==> src/rtl/palette_fade_ctrl.sv <==
// palette_fade_ctrl
//   Sequences fade-in/fade-out of the 16-entry sprite colour palette. Base colours
//   are read from a combinational palette ROM, scaled by the current brightness
//   level and written into the working palette RAM in 16-cycle bursts. Bursts only
//   start on the vertical-blank frame pulse, so the renderer never sees a palette
//   that is half old and half new within one frame.
// Ports
//   Clk, Reset          clock and synchronous active-high reset
//   frame_pulse         1-cycle pulse at start of vertical blank
//   cmd_valid/ready     fade command handshake (ready only in IDLE)
//   cmd_dir             0 = fade out toward 0, 1 = fade in toward full brightness
//   cmd_frames          frames per level step (0 behaves as 1)
//   base_index/base_rgb palette ROM address and same-cycle {r,g,b} data
//   wr_en/addr/data     working palette RAM write port
//   level               current brightness level
//   busy, done          activity flag and 1-cycle command completion pulse
module palette_fade_ctrl (
   input  logic        Clk,
   input  logic        Reset,
   input  logic        frame_pulse,
   input  logic        cmd_valid,
   output logic        cmd_ready,
   input  logic        cmd_dir,
   input  logic [3:0]  cmd_frames,
   output logic [3:0]  base_index,
   input  logic [11:0] base_rgb,
   output logic        wr_en,
   output logic [3:0]  wr_addr,
   output logic [11:0] wr_data,
   output logic [3:0]  level,
   output logic        busy,
   output logic        done
);

   localparam int unsigned ENTRIES = 16;
   localparam int unsigned LVL_MAX = 15;
   localparam int unsigned IDX_W   = 4;
   localparam int unsigned LVL_W   = 4;
   localparam int unsigned FRM_W   = 4;
   localparam int unsigned CH_W    = 4;
   localparam int unsigned PROD_W  = 8;

   localparam logic [IDX_W-1:0] IDX_LAST = IDX_W'(ENTRIES - 1);
   localparam logic [LVL_W-1:0] LVL_TOP  = LVL_W'(LVL_MAX);

   typedef enum logic [1:0] {
      S_IDLE   = 2'd0,
      S_WAIT   = 2'd1,
      S_BURST  = 2'd2,
      S_FINISH = 2'd3
   } state_t;

   state_t             state_q, state_d;
   logic [IDX_W-1:0]   idx_q, idx_d;
   logic [LVL_W-1:0]   level_q, level_d;
   logic               dir_q, dir_d;
   logic [FRM_W-1:0]   frames_q, frames_d;
   logic [FRM_W-1:0]   fcnt_q, fcnt_d;
   logic               cmd_act_q, cmd_act_d;
   logic               refresh_pend_q, refresh_pend_d;

   // One colour channel scaled by (lvl+1)/16; max product 15*16 fits in 8 bits.
   function automatic logic [CH_W-1:0] scale_ch(input logic [CH_W-1:0] c,
                                                input logic [LVL_W-1:0] lvl);
      logic [PROD_W-1:0] prod;
      prod = PROD_W'(c) * (PROD_W'(lvl) + PROD_W'(1));
      return CH_W'(prod >> CH_W);
   endfunction

   // True when the level has reached the end point of the given direction.
   function automatic logic at_target(input logic dir, input logic [LVL_W-1:0] lvl);
      return dir ? (lvl == LVL_TOP) : (lvl == '0);
   endfunction

   // State register
   always_ff @(posedge Clk) begin
      if (Reset) begin
         state_q        <= S_IDLE;
         idx_q          <= '0;
         level_q        <= LVL_TOP;
         dir_q          <= 1'b0;
         frames_q       <= FRM_W'(1);
         fcnt_q         <= '0;
         cmd_act_q      <= 1'b0;
         refresh_pend_q <= 1'b1;
      end else begin
         state_q        <= state_d;
         idx_q          <= idx_d;
         level_q        <= level_d;
         dir_q          <= dir_d;
         frames_q       <= frames_d;
         fcnt_q         <= fcnt_d;
         cmd_act_q      <= cmd_act_d;
         refresh_pend_q <= refresh_pend_d;
      end
   end

   // Next-state logic
   always_comb begin
      state_d        = state_q;
      idx_d          = idx_q;
      level_d        = level_q;
      dir_d          = dir_q;
      frames_d       = frames_q;
      fcnt_d         = fcnt_q;
      cmd_act_d      = cmd_act_q;
      refresh_pend_d = refresh_pend_q;

      case (state_q)
         S_IDLE: begin
            // An accepted command takes priority; a pending refresh waits for a later pulse.
            if (cmd_valid) begin
               dir_d     = cmd_dir;
               frames_d  = (cmd_frames == '0) ? FRM_W'(1) : cmd_frames;
               fcnt_d    = '0;
               cmd_act_d = 1'b1;
               state_d   = at_target(cmd_dir, level_q) ? S_FINISH : S_WAIT;
            end else if (frame_pulse && refresh_pend_q) begin
               refresh_pend_d = 1'b0;
               cmd_act_d      = 1'b0;
               idx_d          = '0;
               state_d        = S_BURST;
            end
         end
         S_WAIT: begin
            if (frame_pulse) begin
               if (fcnt_q + FRM_W'(1) == frames_q) begin
                  fcnt_d  = '0;
                  level_d = dir_q ? level_q + LVL_W'(1) : level_q - LVL_W'(1);
                  idx_d   = '0;
                  state_d = S_BURST;
               end else begin
                  fcnt_d = fcnt_q + FRM_W'(1);
               end
            end
         end
         S_BURST: begin
            idx_d = idx_q + IDX_W'(1);
            if (idx_q == IDX_LAST) begin
               idx_d = '0;
               if (!cmd_act_q)
                  state_d = S_IDLE;
               else if (at_target(dir_q, level_q))
                  state_d = S_FINISH;
               else
                  state_d = S_WAIT;
            end
         end
         S_FINISH: begin
            cmd_act_d = 1'b0;
            state_d   = S_IDLE;
         end
         default: state_d = S_IDLE;
      endcase
   end

   // Outputs decoded from registered state; write data follows the ROM combinationally.
   always_comb begin
      cmd_ready  = (state_q == S_IDLE);
      busy       = (state_q != S_IDLE);
      done       = (state_q == S_FINISH);
      wr_en      = (state_q == S_BURST);
      wr_addr    = idx_q;
      base_index = idx_q;
      level      = level_q;
      wr_data    = '0;
      if (state_q == S_BURST)
         wr_data = {scale_ch(base_rgb[11:8], level_q),
                    scale_ch(base_rgb[7:4],  level_q),
                    scale_ch(base_rgb[3:0],  level_q)};
   end

endmodule

==> config.mk <==
export PLATFORM = sky130hd
export DESIGN_NAME = palette_fade_ctrl
export DESIGN_NICKNAME = d
export VERILOG_FILES = /design/src/rtl/palette_fade_ctrl.sv
export SDC_FILE = /design/constraint.sdc
export NUM_CORES = 1
export LEC_CHECK = 0
export CAP_MARGIN = 0
export CORE_UTILIZATION = 45
export CTS_BUF_LIST = sky130_fd_sc_hd__clkbuf_4
export DETAILED_ROUTE_END_ITERATION = 10
export PLACE_DENSITY = 0.72
export SKIP_CTS_REPAIR_TIMING = 1
export SLEW_MARGIN = 10
export SYNTH_ARGS = -nofsm -noshare
export SYNTH_HDL_FRONTEND = slang
export SYNTH_SLANG_ARGS = --single-unit
==> constraint.sdc <==
create_clock -name Clk -period 4.6 [get_ports Clk]
set_clock_uncertainty 0.1 [all_clocks]
set_input_delay 0.69 -clock Clk [delete_from_list [all_inputs] [get_ports Clk]]
set_output_delay 0.69 -clock Clk [all_outputs]
set_load 0.01 [all_outputs]
==> Word-level counts from Yosys, hierarchy flattened <==
Index checks and enable logic that the tools add are counted.
{ "word_totals": {"elab_cells": 72, "regBits": 21} }
{ "classes": {"n_reduce_logical": 15, "n_eq_ne": 13, "bitwise_logic": 1, "n_mux": 27, "n_addsub": 5, "n_mul": 3} }
{ "ops": {"columns": ["cell", "count"], "rows": [
  ["2-to-1 mux 4 bit", 10],
  ["multiplier 4 x 8 -> 8 bit", 2],
  ["2-to-1 mux 2 bit", 8],
  ["adder 4 x 1 -> 4 bit (second input constant)", 3],
  ["2-to-1 mux 12 bit", 1],
  ["one-hot mux 4 bit (3 select lines)", 1],
  ["AND reduction 3 bit", 3],
  ["equality test 4 bit (second input constant)", 2],
  ["logical NOT 4 bit", 2],
  ["multiplier 4 x 5 -> 8 bit", 1],
  ["!= test 2 bit (second input constant)", 4],
  ["one-hot mux 2 bit (4 select lines)", 1],
  ["one-hot mux 4 bit (2 select lines)", 1],
  ["nonzero test 2 bit", 3],
  ["adder 4 x 1 -> 5 bit (second input constant)", 1],
  ["AND reduction 5 bit", 1],
  ["equality test 2 bit (second input constant)", 2],
  ["equality test 4 bit", 1],
  ["2-to-1 mux 1 bit", 4],
  ["!= test 2 x 1 -> 1 bit (second input constant)", 2],
  ["AND reduction 2 bit", 2],
  ["AND reduction 4 bit", 1],
  ["subtractor 4 x 1 -> 4 bit (second input constant)", 1],
  ["!= test 3 x 2 -> 1 bit (second input constant)", 1],
  ["other kinds (6)", 6]
]} }

==> Longest topological paths before layout <==
{ "logic_depth": {"word_depth": 6, "mapped_depth": 15, "ltp_nobuf": 13} }

==> Worst setup path after synthesis <==
No wires, ideal clock.
{ "synth_path": {"kind": "reg-to-output", "from": "reg level_q[0], in the netlist level[0]", "to": "out wr_data[6]", "path_stages_with_launch": 15, "t_arrival_ps": 3583, "required_time_ps": 3810, "path_slack_ps": 227, "cell_sequence": "dfxtp_1 -> buf_2 -> inv_1 -> ha_1 -> and2_1 -> fa_1 -> inv_1 -> fa_1 -> inv_1 -> ha_1 -> a21o_1 -> a31o_2 -> a21oi_1 -> xnor2_1 -> and2_1"} }
{ "synth_between": {"elab_chain_cells": 3} }
{ "synth_rtl": {"columns": ["element", "line", "text"], "rows": [
  ["start: declaration", "55", "logic [LVL_W-1:0] level_q, level_d;"],
  ["start signal: assignment", "89", "level_q <= level_d;"],
  ["adder 4 x 1 -> 5 bit", "66", "prod = PROD_W'(c) * (PROD_W'(lvl) + PROD_W'(1));"],
  ["multiplier 4 x 8 -> 8 bit", "66", null],
  ["2-to-1 mux 12 bit", "167", "if (state_q == S_BURST)"],
  ["end: declaration", "29", "output logic [11:0] wr_data,"]
]} }
No other way between the ends.

==> Worst setup path in the final report <==
{ "layout_path": {"from": "reg level_q[0], in the netlist level[0]", "to": "out wr_data[1]"} }
{ "layout_between": {"elab_chain_cells": 3} }
{ "layout_rtl": {"columns": ["element", "line"], "rows": [
  ["adder 4 x 1 -> 5 bit", "66"],
  ["multiplier 4 x 5 -> 8 bit", "66"],
  ["2-to-1 mux 12 bit", "167"]
]} }
No other way between the ends.

==> run_results.csv <==
group,metric,value,unit
outcome,status,"completed",
drt,drtIter0Drc,81,
global_routing,use_met3,0.0193,
final_layout,fillers,530,
hold_path,min_from,"frames_q[1]$_SDFFE_PP0P_",
clock_tree,clock_latency,0.31,ns
sta,max_slew_margin,0.516,
drt,wl_per_cell,13.9,um
die,die_h,80.3,um
sta,max_freq,219,MHz
setup_path,reg2reg_from,"state_q[1]$_SDFFE_PP0P_",
drt,dr.pass1.iters,5,
final_layout,drive_gt1_frac,0.192,
place,gp_congestion,0.799,
global_routing,busiest_layer,"met2",
die,die_area,6450,um2
final_layout,area_delta_synth_final,31.8,%
sta,setup_viol,0,
drt,routed_wl,6550,um
synthesis,syn_area_per_cell,8.34,um2
sta,setup_ws,0.0285,ns
global_routing,gr-total-overflow,0,
clock_tree,clock_sinks,21,
setup_path,r2r_cells,7,
drt,antenna_left,0,
drt,viasPerCell,5.33,
clock_tree,clk_pin_slew,0.13,ns
final_layout,diodes,0,
die,initial_core_util,0.466,
setup_path,worstPathMaxFanout,4,
sta,worstMarginPinSlew,0.724,ns
setup_path,startpoint_type,"flip-flop",
setup_path,crit_top_cell,"buf_6",
final_layout,layout_commonest_cell,"nand2_1",
synthesis,synth.distinct_cells,49,
pwr,ir_drop,0.350,mV
final_layout,utilization,0.614,
sta,drv_slew,0,
clock_tree,htree_levels,1,
global_routing,grt_pass1_wl,10600,um
final_layout,stdcell_count,471,
sta,finalCritPeriodShare,0.994,
setup_path,crit_chain,"ha_4 > xor2_2 > buf_6 > buf_6 > and2_4 > fa_1 > inv_2 > fa_1 > inv_1 > ha_1 > a21o_1 > a31o_4 > buf_6 > xor2_1 > and2_1 > buf_2",
synthesis,synthCells,331,
die,io_pins,49,
sta,fin_crit,4.57,ns
final_layout,final_cell_area,3640,um2
sta,finalSetupTns,0,ns
synthesis,yosysSeqAreaShare,0.152,
global_routing,grt_usage,0.205,
place,dp_hpwl,4860,um
final_layout,final_cell_mix,"nand2_1, and2_1, ha_1",
clock_tree,numCtsBuffers,3,
setup_path,path_class,"flip-flop to output port",
setup_path,ff2ff_setup_slack,2.35,ns
global_routing,first_global_vias,2400,
synthesis,ys_seq_elements,21,
drt,drc,0,
hold_path,hold_end,"frames_q[1]$_SDFFE_PP0P_",
die,rows,28,
die,coreArea,5920,um2
global_routing,met2_usage,0.382,
synthesis,syn_nets,405,
global_routing,grt_max_degree,22,
clock_tree,root_buffer,"clkbuf_4",
synthesis,syn_area,2760,um2
synthesis,synth-edff-count,0,
place,place_ws,-0.379,ns
sta,rsz0062_at_grt,"true",
setup_path,reg2reg_to,"state_q[1]$_SDFFE_PP0P_",
synthesis,yosys_most_used_dff,"dfxtp_1",
die,die_w,80.3,um
hold_path,hold_depth,2,
synthesis,synthArstFlopShare,0,
synthesis,ys_warn_count,0,
setup_path,cp-end-kind,"output port",
global_routing,use_met1,0.257,
place,detailed_place.area,3410,um2
setup_path,cpPeakStageDelay,0.52,ns
sta,finalHoldViolCount,0,
setup_path,arrival,3.78,ns
run,maxCapViolCount,0,
global_routing,antenna_found_initial,0,
place,port_buffers,48,
pwr,power.leakage,1.79,nW
final_layout,nets,471,
clock_tree,clk_path_buf_depth,2,
place,post-place-cells,460,
pwr,powerDensity,343,nW/um2
drt,vias,2509,
setup_path,required,3.81,ns
setup_path,slowest_stage,"fa_1",
clock_tree,cts_tree,"done",
hold_path,min_path_type,"flip-flop to flip-flop",
-- cell type report --
class / count / area (um2) / area share
tap: 75 / 93.8 / 0.0258
clock buffer: 4 / 30.0 / 0.00826
multi-input combinational: 264 / 2270 / 0.624
sequential: 21 / 428 / 0.118
timing repair buffer: 76 / 701 / 0.193
inverter: 31 / 116 / 0.0320
-- metal layers --
| metal | vias up | part of all wire |
|---|---|---|
| li1 | 1253 | - |
| met1 | 1197 | 0.46 |
| met2 | 53 | 0.50 |
| met3 | 6 | 0.035 |
| met4 | 0 | 0.0083 |
| met5 | - | 0 |
-- cells in the mapped netlist, types with 2 or more instances --
cell type,count,area (um2)
nor2b_1,4,25.0
o21ai_0,7,35.0
a32o_1,2,20.0
a21oi_1,26,130
a21o_1,4,30.0
a31o_2,3,26.3
o211ai_1,3,22.5
nand3_1,17,85.1
and4_1,4,35.0
or3_1,2,12.5
dfxtp_1,21,420
xor2_1,6,52.6
fa_1,16,320
xnor2_1,16,140
ha_1,37,463
buf_4,4,30.0
nor3_1,3,15.0
nor4b_1,3,26.3
inv_1,31,116
buf_2,4,20.0
a21boi_0,2,15.0
nand2_1,37,139
nor2_1,4,15.0
o21a_1,2,15.0
and3_1,2,12.5
nand2b_1,3,18.8
clkbuf_1,6,22.5
nor4_1,2,12.5
and3b_1,3,26.3
and2_1,38,238
-- cell families (layout without fill, tap and decap cells) --
kind of cell | Yosys count | in the layout | share of synthesized area
compound gates | 59 | 59 | 0.144
xor+xnor | 25 | 25 | 0.0898
fa+ha+maj | 53 | 53 | 0.284
buf+inv | 46 | 111 | 0.0726
flops | 21 | 21 | 0.152
mux | 1 | 1 | 0.00363
simple gates | 126 | 126 | 0.254
-- critical path, delay by kind of cell, from the launching register on --
family / cells / cell delay [ns]
AND/OR/NAND/NOR: 2 / 0.30
buffers and inverters: 6 / 0.57
XOR/XNOR: 2 / 0.28
flip-flops: 1 / 0.39
AO/OA/AOI/OAI: 2 / 0.43
adder cells (fa/ha/maj): 4 / 1.50
-- worst max-delay path by stage --
stage	start	to	slack, ns	depth (start not counted)
6_report	level[0]$_SDFFE_PP1P_	wr_data[1]	0.03	16
5_1_grt	level[0]$_SDFFE_PP1P_	wr_data[3]	-0.08	15
4_1_cts	level[0]$_SDFFE_PP1P_	wr_data[10]	-0.50	14
3_5_place_dp	base_rgb[3]	wr_data[2]	-0.38	13
3_3_place_gp	base_rgb[3]	wr_data[2]	-0.33	13
2_1_floorplan	level[0]$_SDFFE_PP1P_	wr_data[6]	0.23	14
-- metrics by stage --
step / hold slack, ns / power, mW
after floorplan: 0.349 / 0.808
after global placement: 0.358 / 1.08
after detailed placement: 0.368 / 1.10
after CTS: 0.387 / 1.21
after global routing: 0.406 / 1.37
final: 0.383 / 1.25
-- sequential cells by signal, summed over array words and instances, names as in the netlist --
signal	count
level	4
frames_q	4
state_q	2
refresh_pend_q	1
cmd_act_q	1
dir_q	1
base_index	4
fcnt_q	4
-- power breakdown --
group	leakage (nW)	switching, mW	internal (mW)
Sequential	0.171	0.0267	0.207
Clock	0.0184	0.0588	0.0397
Combinational	1.60	0.487	0.430
Total	1.79	0.572	0.677
Note: power is estimated with default switching activity, not from simulation.
